<file path="src/rtl/text_display_engine.sv">
`default_nettype none
// ============================================================================
// Module   : text_display_engine
// Brief    : Character-cell text display with raster timing, a 3-stage fetch
//            pipeline, a 16-entry RGB332 palette, scrolling and blinking cursor.
// Revision : 1.0 - initial release
// ============================================================================
module text_display_engine #(
    parameter int H_ACTIVE     = 640,
    parameter int H_FP         = 16,
    parameter int H_SYNC       = 96,
    parameter int H_BP         = 48,
    parameter int V_ACTIVE     = 480,
    parameter int V_FP         = 10,
    parameter int V_SYNC       = 2,
    parameter int V_BP         = 33,
    parameter int FONT_H       = 8,
    parameter int VRAM_AW      = 15,
    parameter int VRAM_BASE    = 15'h3000,
    parameter int BLINK_FRAMES = 30,
    parameter bit SYNC_POL     = 1'b0
) (
    input  logic                        clk,
    input  logic                        rst,
    input  logic                        pix_ce,
    output logic [VRAM_AW-1:0]          vram_addr,
    input  logic [31:0]                 vram_data,
    output logic [8+$clog2(FONT_H)-1:0] font_addr,
    input  logic [7:0]                  font_data,
    input  logic                        pal_we,
    input  logic [3:0]                  pal_idx,
    input  logic [7:0]                  pal_data,
    input  logic [5:0]                  scroll_row,
    input  logic                        cursor_en,
    input  logic [6:0]                  cursor_col,
    input  logic [5:0]                  cursor_row,
    output logic [7:0]                  rgb,
    output logic                        hsync,
    output logic                        vsync,
    output logic                        vblank,
    output logic                        frame_pulse
);

    localparam int c_H_TOTAL = H_ACTIVE + H_FP + H_SYNC + H_BP;
    localparam int c_V_TOTAL = V_ACTIVE + V_FP + V_SYNC + V_BP;
    localparam int c_COLS    = H_ACTIVE / 8;
    localparam int c_ROWS    = V_ACTIVE / FONT_H;
    localparam int c_LW      = $clog2(FONT_H);
    localparam int c_HW      = $clog2(c_H_TOTAL);
    localparam int c_VW      = $clog2(c_V_TOTAL);
    localparam int c_BW      = (BLINK_FRAMES > 1) ? $clog2(BLINK_FRAMES) : 1;

    // raster counters and blink state
    logic [c_HW-1:0]    r_hc;
    logic [c_VW-1:0]    r_vc;
    logic [c_BW-1:0]    r_blink_cnt;
    logic               r_blink;
    logic               r_frame_pulse;

    // stage A: address issued, pixel attributes carried forward
    logic [VRAM_AW-1:0] r_vram_addr;
    logic               r_a_valid;
    logic               r_a_vis;
    logic               r_a_hs;
    logic               r_a_vs;
    logic               r_a_odd;
    logic               r_a_cur;
    logic [2:0]         r_a_px;
    logic [c_LW-1:0]    r_a_line;

    // stage B: cell captured, glyph row requested
    logic [8+c_LW-1:0]  r_font_addr;
    logic [7:0]         r_b_attr;
    logic               r_b_valid;
    logic               r_b_vis;
    logic               r_b_hs;
    logic               r_b_vs;
    logic               r_b_cur;
    logic [2:0]         r_b_px;

    // stage C: final pixel
    logic [7:0]         r_rgb;
    logic               r_hsync;
    logic               r_vsync;

    logic [7:0]         r_pal [16];

    logic [31:0]        w_hc32;
    logic [31:0]        w_vc32;
    logic [31:0]        w_col;
    logic [31:0]        w_row;
    logic [31:0]        w_srow;
    logic [31:0]        w_line32;
    logic               w_h_last;
    logic               w_v_last;
    logic               w_wrap;
    logic               w_vis;
    logic               w_hs_act;
    logic               w_vs_act;
    logic               w_cur_hit;
    logic [15:0]        w_cell;
    logic               w_bit;
    logic [7:0]         w_color;

    always_comb begin
        w_hc32    = 32'(r_hc);
        w_vc32    = 32'(r_vc);
        w_line32  = 32'(r_vc[c_LW-1:0]);
        w_col     = w_hc32 >> 3;
        w_row     = w_vc32 >> c_LW;
        // wrap on the real row count so scrolling never lands outside the buffer
        w_srow    = (w_row + 32'(scroll_row)) % c_ROWS;
        w_h_last  = (w_hc32 == 32'(c_H_TOTAL - 1));
        w_v_last  = (w_vc32 == 32'(c_V_TOTAL - 1));
        w_wrap    = pix_ce && w_h_last && w_v_last;
        w_vis     = (w_hc32 < 32'(H_ACTIVE)) && (w_vc32 < 32'(V_ACTIVE));
        w_hs_act  = (w_hc32 >= 32'(H_ACTIVE + H_FP)) &&
                    (w_hc32 <  32'(H_ACTIVE + H_FP + H_SYNC));
        w_vs_act  = (w_vc32 >= 32'(V_ACTIVE + V_FP)) &&
                    (w_vc32 <  32'(V_ACTIVE + V_FP + V_SYNC));
        w_cur_hit = cursor_en && r_blink &&
                    (32'(cursor_col) < 32'(c_COLS)) && (32'(cursor_row) < 32'(c_ROWS)) &&
                    (w_col == 32'(cursor_col)) && (w_row == 32'(cursor_row)) &&
                    (w_line32 >= 32'(FONT_H - 2));
        w_cell    = r_a_odd ? vram_data[15:0] : vram_data[31:16];
        w_bit     = font_data[r_b_px] | r_b_cur;
        w_color   = w_bit ? r_pal[r_b_attr[3:0]] : r_pal[r_b_attr[7:4]];
    end

    always_ff @(posedge clk) begin
        if (rst) begin
            r_hc          <= '0;
            r_vc          <= '0;
            r_blink_cnt   <= '0;
            r_blink       <= 1'b0;
            r_frame_pulse <= 1'b0;
        end else begin
            r_frame_pulse <= w_wrap;
            if (pix_ce) begin
                if (w_h_last) begin
                    r_hc <= '0;
                    r_vc <= w_v_last ? '0 : r_vc + c_VW'(1);
                end else begin
                    r_hc <= r_hc + c_HW'(1);
                end
            end
            if (w_wrap) begin
                if (r_blink_cnt == c_BW'(BLINK_FRAMES - 1)) begin
                    r_blink_cnt <= '0;
                    r_blink     <= ~r_blink;
                end else begin
                    r_blink_cnt <= r_blink_cnt + c_BW'(1);
                end
            end
        end
    end

    always_ff @(posedge clk) begin
        if (rst) begin
            r_vram_addr <= '0;
            r_a_valid   <= 1'b0;
            r_a_vis     <= 1'b0;
            r_a_hs      <= 1'b0;
            r_a_vs      <= 1'b0;
            r_a_odd     <= 1'b0;
            r_a_cur     <= 1'b0;
            r_a_px      <= '0;
            r_a_line    <= '0;
            r_font_addr <= '0;
            r_b_attr    <= '0;
            r_b_valid   <= 1'b0;
            r_b_vis     <= 1'b0;
            r_b_hs      <= 1'b0;
            r_b_vs      <= 1'b0;
            r_b_cur     <= 1'b0;
            r_b_px      <= '0;
            r_rgb       <= 8'h00;
            r_hsync     <= ~SYNC_POL;
            r_vsync     <= ~SYNC_POL;
        end else if (pix_ce) begin
            r_vram_addr <= VRAM_AW'(32'(VRAM_BASE) + w_srow * 32'(c_COLS / 2) + (w_col >> 1));
            r_a_valid   <= 1'b1;
            r_a_vis     <= w_vis;
            r_a_hs      <= w_hs_act;
            r_a_vs      <= w_vs_act;
            r_a_odd     <= r_hc[3];
            r_a_cur     <= w_cur_hit;
            r_a_px      <= r_hc[2:0];
            r_a_line    <= r_vc[c_LW-1:0];

            r_font_addr <= {w_cell[7:0], r_a_line};
            r_b_attr    <= w_cell[15:8];
            r_b_valid   <= r_a_valid;
            r_b_vis     <= r_a_vis;
            r_b_hs      <= r_a_hs;
            r_b_vs      <= r_a_vs;
            r_b_cur     <= r_a_cur;
            r_b_px      <= r_a_px;

            // until the pipe has filled after reset, emit blank with idle syncs
            if (r_b_valid) begin
                r_rgb   <= r_b_vis ? w_color : 8'h00;
                r_hsync <= r_b_hs ? SYNC_POL : ~SYNC_POL;
                r_vsync <= r_b_vs ? SYNC_POL : ~SYNC_POL;
            end else begin
                r_rgb   <= 8'h00;
                r_hsync <= ~SYNC_POL;
                r_vsync <= ~SYNC_POL;
            end
        end
    end

    // palette writes land at the edge, so a same-edge lookup still sees the old entry
    always_ff @(posedge clk) begin
        if (rst) begin
            for (int i = 0; i < 16; i++) begin
                r_pal[i] <= (i == 15) ? 8'hFF : 8'h00;
            end
        end else if (pal_we) begin
            r_pal[pal_idx] <= pal_data;
        end
    end

    assign vram_addr   = r_vram_addr;
    assign font_addr   = r_font_addr;
    assign rgb         = r_rgb;
    assign hsync       = r_hsync;
    assign vsync       = r_vsync;
    assign vblank      = (w_vc32 >= 32'(V_ACTIVE));
    assign frame_pulse = r_frame_pulse;

endmodule
`default_nettype wire

</file>
<file path="config.mk">
export PLATFORM = sky130hd
export DESIGN_NAME = text_display_engine
export DESIGN_NICKNAME = d
export VERILOG_FILES = /design/src/rtl/text_display_engine.sv
export SDC_FILE = /design/constraint.sdc
export NUM_CORES = 1
export LEC_CHECK = 0
export ABC_AREA = 1
export BUFFER_PORTS_ARGS = -buffer_cell sky130_fd_sc_hd__buf_2
export CORE_MARGIN = 8
export CORE_UTILIZATION = 62
export CTS_CLUSTER_SIZE = 12
export DETAILED_ROUTE_END_ITERATION = 8
export GPL_ROUTABILITY_DRIVEN = 0
export PLACE_DENSITY = 0.83
export SETUP_SLACK_MARGIN = 0.15
export SYNTH_ARGS = -nofsm -noshare
export SYNTH_HDL_FRONTEND = slang
export SYNTH_SLANG_ARGS = --single-unit
</file>
<file path="constraint.sdc">
create_clock -name clk -period 7.05 [get_ports clk]
set_input_delay 1.41 -clock clk [delete_from_list [all_inputs] [get_ports clk]]
set_output_delay 1.41 -clock clk [all_outputs]
set_load 0.02 [all_outputs]
</file>
==> flow_metrics.py <==
metrics = {
    "status": {
        "status": "complete, no violations",
    },
    "power": {
        "power.switching_w": 0.0008729,
        "p_int_w": 0.002287,
        "finalPower_w": 0.003160,
        "switching_share_pct": 27.62,
        "comb_power_share_pct": 14.6,
        "p_leak_nw": 5.769,
        "ir_drop_v": 0.0001810,
        "seqPwrFrac_pct": 48.1,
        "power_density_nw_per_um2": 231.1,
        "pwr-share-clk_pct": 37.3,
    },
    "timing": {
        "rsz0062_at_grt": "no",
        "slew_viol_final": 0,
        "clock_skew_ps": 11.08,
        "slew_headroom_pct": 21.69,
        "setup_viol": 0,
        "finalCritPeriodShare_pct": 72.26,
        "fmax_mhz": 196.3,
        "final_hold_viol_count": 0,
        "worst_pin_slew_ps": 1173,
        "tns_ps": 0,
        "period_minus_slack_ps": 5094,
    },
    "clocking": {
        "cts_buffers": 24,
        "cts_hold_buffers": 0,
        "cts_buffer_depth": 3,
        "clockRootBuffer": "clkbuf_16",
        "clk_latency_ps": 530,
        "clkTransAtPathRegs_ps": 60,
        "post_cts_buffers": 0,
        "cts_tree": "yes",
        "cts.htree.levels": 1,
        "clock_sinks": 227,
        "cts_resized": 0,
    },
    "routing": {
        "met3WireLength_mm": 3.874,
        "dr_wl_met2_mm": 15.35,
        "viasPerCell": 5.999,
        "drc": 0,
        "firstDrtPassIters": 7,
        "finalWirelength_mm": 33.47,
        "met1_length_mm": 13.30,
        "drtIter0Drc": 1549,
        "final_antenna_net_count": 0,
        "routed.top_layer": "met4",
        "vias": 11310,
        "routedWlPerCell_um": 17.75,
    },
    "synth": {
        "synth-seq-area-share_pct": 47.41,
        "yosysMostFrequentCell": "nor2_1",
        "ys_top_cells_by_count": "nor2_1, nand2_1, inv_1",
        "synth_seq_cells": 227,
        "muxShareOfSynthArea_pct": 0,
        "synth_edf_count": 128,
        "synth_largest_area_cell": "edfxtp_1",
        "synth_top_family_by_area": "simple AND/OR/NAND/NOR gates",
        "synth_fa_ha_area_share_pct": 3.849,
        "syn_area_um2": 12290,
        "yosys_warnings": 0,
        "synthFlopType": "edfxtp_1",
        "synthSimpleGateAreaFrac_pct": 22.03,
        "syn_area_per_cell_um2": 8.026,
        "synth_xor_area_share_pct": 2.138,
        "synth_area_leaders": "edfxtp_1, dfxtp_1, nor2_1",
        "synthCells": 1531,
        "synth-compound-area-share_pct": 16.82,
        "synth.distinct_cells": 44,
        "synth_top_area_share_pct": 31.28,
        "async_reset_ff_share_pct": 0,
    },
    "die": {
        "pin_count": 114,
        "die_height_um": 156.8,
        "start_util_pct": 63.14,
        "fp.dieW_um": 156.8,
        "rows": 51,
        "die_area_um2": 24580,
        "core_area_um2": 19460,
    },
    "global_route": {
        "grt_antenna_before_repair": 0,
        "grt_max_degree": 119,
        "globalRouteOverflowTotal": 0,
        "grt_pass1_vias": 10770,
        "track_usage_pct": 26.78,
        "grt_first_pass_wirelength_mm": 53.16,
    },
    "place": {
        "post_dp_cell_area_um2": 12950,
        "portBuffers": 113,
        "dp_cells": 1841,
        "hpwl_mm": 22.35,
    },
    "flow_run": {
        "cap_violations": 0,
    },
    "final_layout": {
        "stdcell_count": 1885,
        "syn_to_final_growth_pct": 11.26,
        "finish.instance_area_um2": 13670,
        "final_layout_size_suffix_gt1_share_pct": 11.42,
        "antenna_cells": 0,
        "num-nets-final": 1714,
    },
    "setup_path": {
        "crit_slowest_cell": "fa_1",
        "worstSetupPathType": "in2reg",
        "slowest_delay_ps": 420,
        "critical_path.top_delay_family": "simple AND/OR/NAND/NOR gates",
        "required_ps": 7470,
        "end_kind": "flip-flop",
        "cp.arrival_ps": 5510,
        "start_kind": "input pin",
        "cp_num_buf_inv": 2,
        "cp_common_cell": "nand2_1",
        "crit_fanout": 5,
    },
    "worst_hold_path": {
        "hold_path.class": "reg2reg",
    },
}
[cell usage in the layout (no fill, tap or decap), drive strengths merged, types with 8 or more instances in the layout]
cell,netlist,routed
ha,33,33
conb,1,8
dfxtp,99,99
nor2,226,226
edfxtp,128,128
clkbuf,54,39
o21ai,153,153
inv,164,165
o211ai,83,83
nor3,14,14
buf,28,120
nand3,135,135
xor2,25,25
nand2,226,226
nand4,13,13
a21oi,116,116
[worst min-delay path, cell delays in order (launching register included)]
cell,delay (ps)
dfxtp_1,300
inv_1,60
a21oi_1,60
[cells by family after synthesis]
logic type / Yosys count
simple gates: 625
compound gates: 363
buf+inv: 249
flops: 227
fa+ha+maj: 36
xor+xnor: 30
other cells: 1
[layer usage]
layer / GRT usage (%) / up-vias
li1: - / 5344
met1: 35.26 / 5200
met2: 42.82 / 681
met3: 5.654 / 84
met4: 9.703 / 0
met5: 0 / -
[state kept, by name, summed over array words and instances, names as in the netlist, 3 cells and up, named ones only]
register / flops
r_b_px: 3
r_pal: 128
r_vc: 10
font_addr: 11
rgb: 8
r_a_line: 3
r_hc: 10
r_a_px: 3
vram_addr: 15
r_blink_cnt: 5
r_b_attr: 8
[power groups by stage]
stage                     clock [W]  sequential (W)  combinational [W]
after detailed placement          0         0.00154           0.000443
final                       0.00118         0.00152           0.000462
after global placement            0         0.00154           0.000433
after global routing        0.00124         0.00153           0.000506
after floorplan                   0         0.00154           0.000318
after CTS                   0.00119         0.00152           0.000446
[worst paths after layout]
path                        start                          to  slack, ps  cells past startpoint
min reg2reg   r_b_vs$_SDFFE_PP0P_         r_b_vs$_SDFFE_PP0P_        460                      2
max reg2reg  r_vc[3]$_SDFFE_PP0P_  vram_addr[12]$_SDFFE_PP0P_       2550                     26
max                 scroll_row[0]  vram_addr[12]$_SDFFE_PP0P_       1960                     27
min           r_b_vs$_SDFFE_PP0P_         r_b_vs$_SDFFE_PP0P_        460                      2
[through the flow]
step	util [%]	setup slack, ps	hold WS (ps)
2_1_floorplan	-	2023	429.0
3_5_place_dp	66.53	1484	449.4
3_3_place_gp	66.53	1694	438.0
4_1_cts	70.25	2011	458.3
6_report	70.25	1956	459.9
5_1_grt	70.25	1546	488.8
[layout make-up]
type	count	area [um2]
Sequential cell	227	5831
Fill cell	1510	5791
Multi-Input combinational cell	1062	5540
Clock buffer	39	688.2
Inverter	167	626.9
Timing Repair Buffer	120	618.1
Tap cell	265	331.6
Clock inverter	5	36.28
Power figures use the tool's default switching activity.
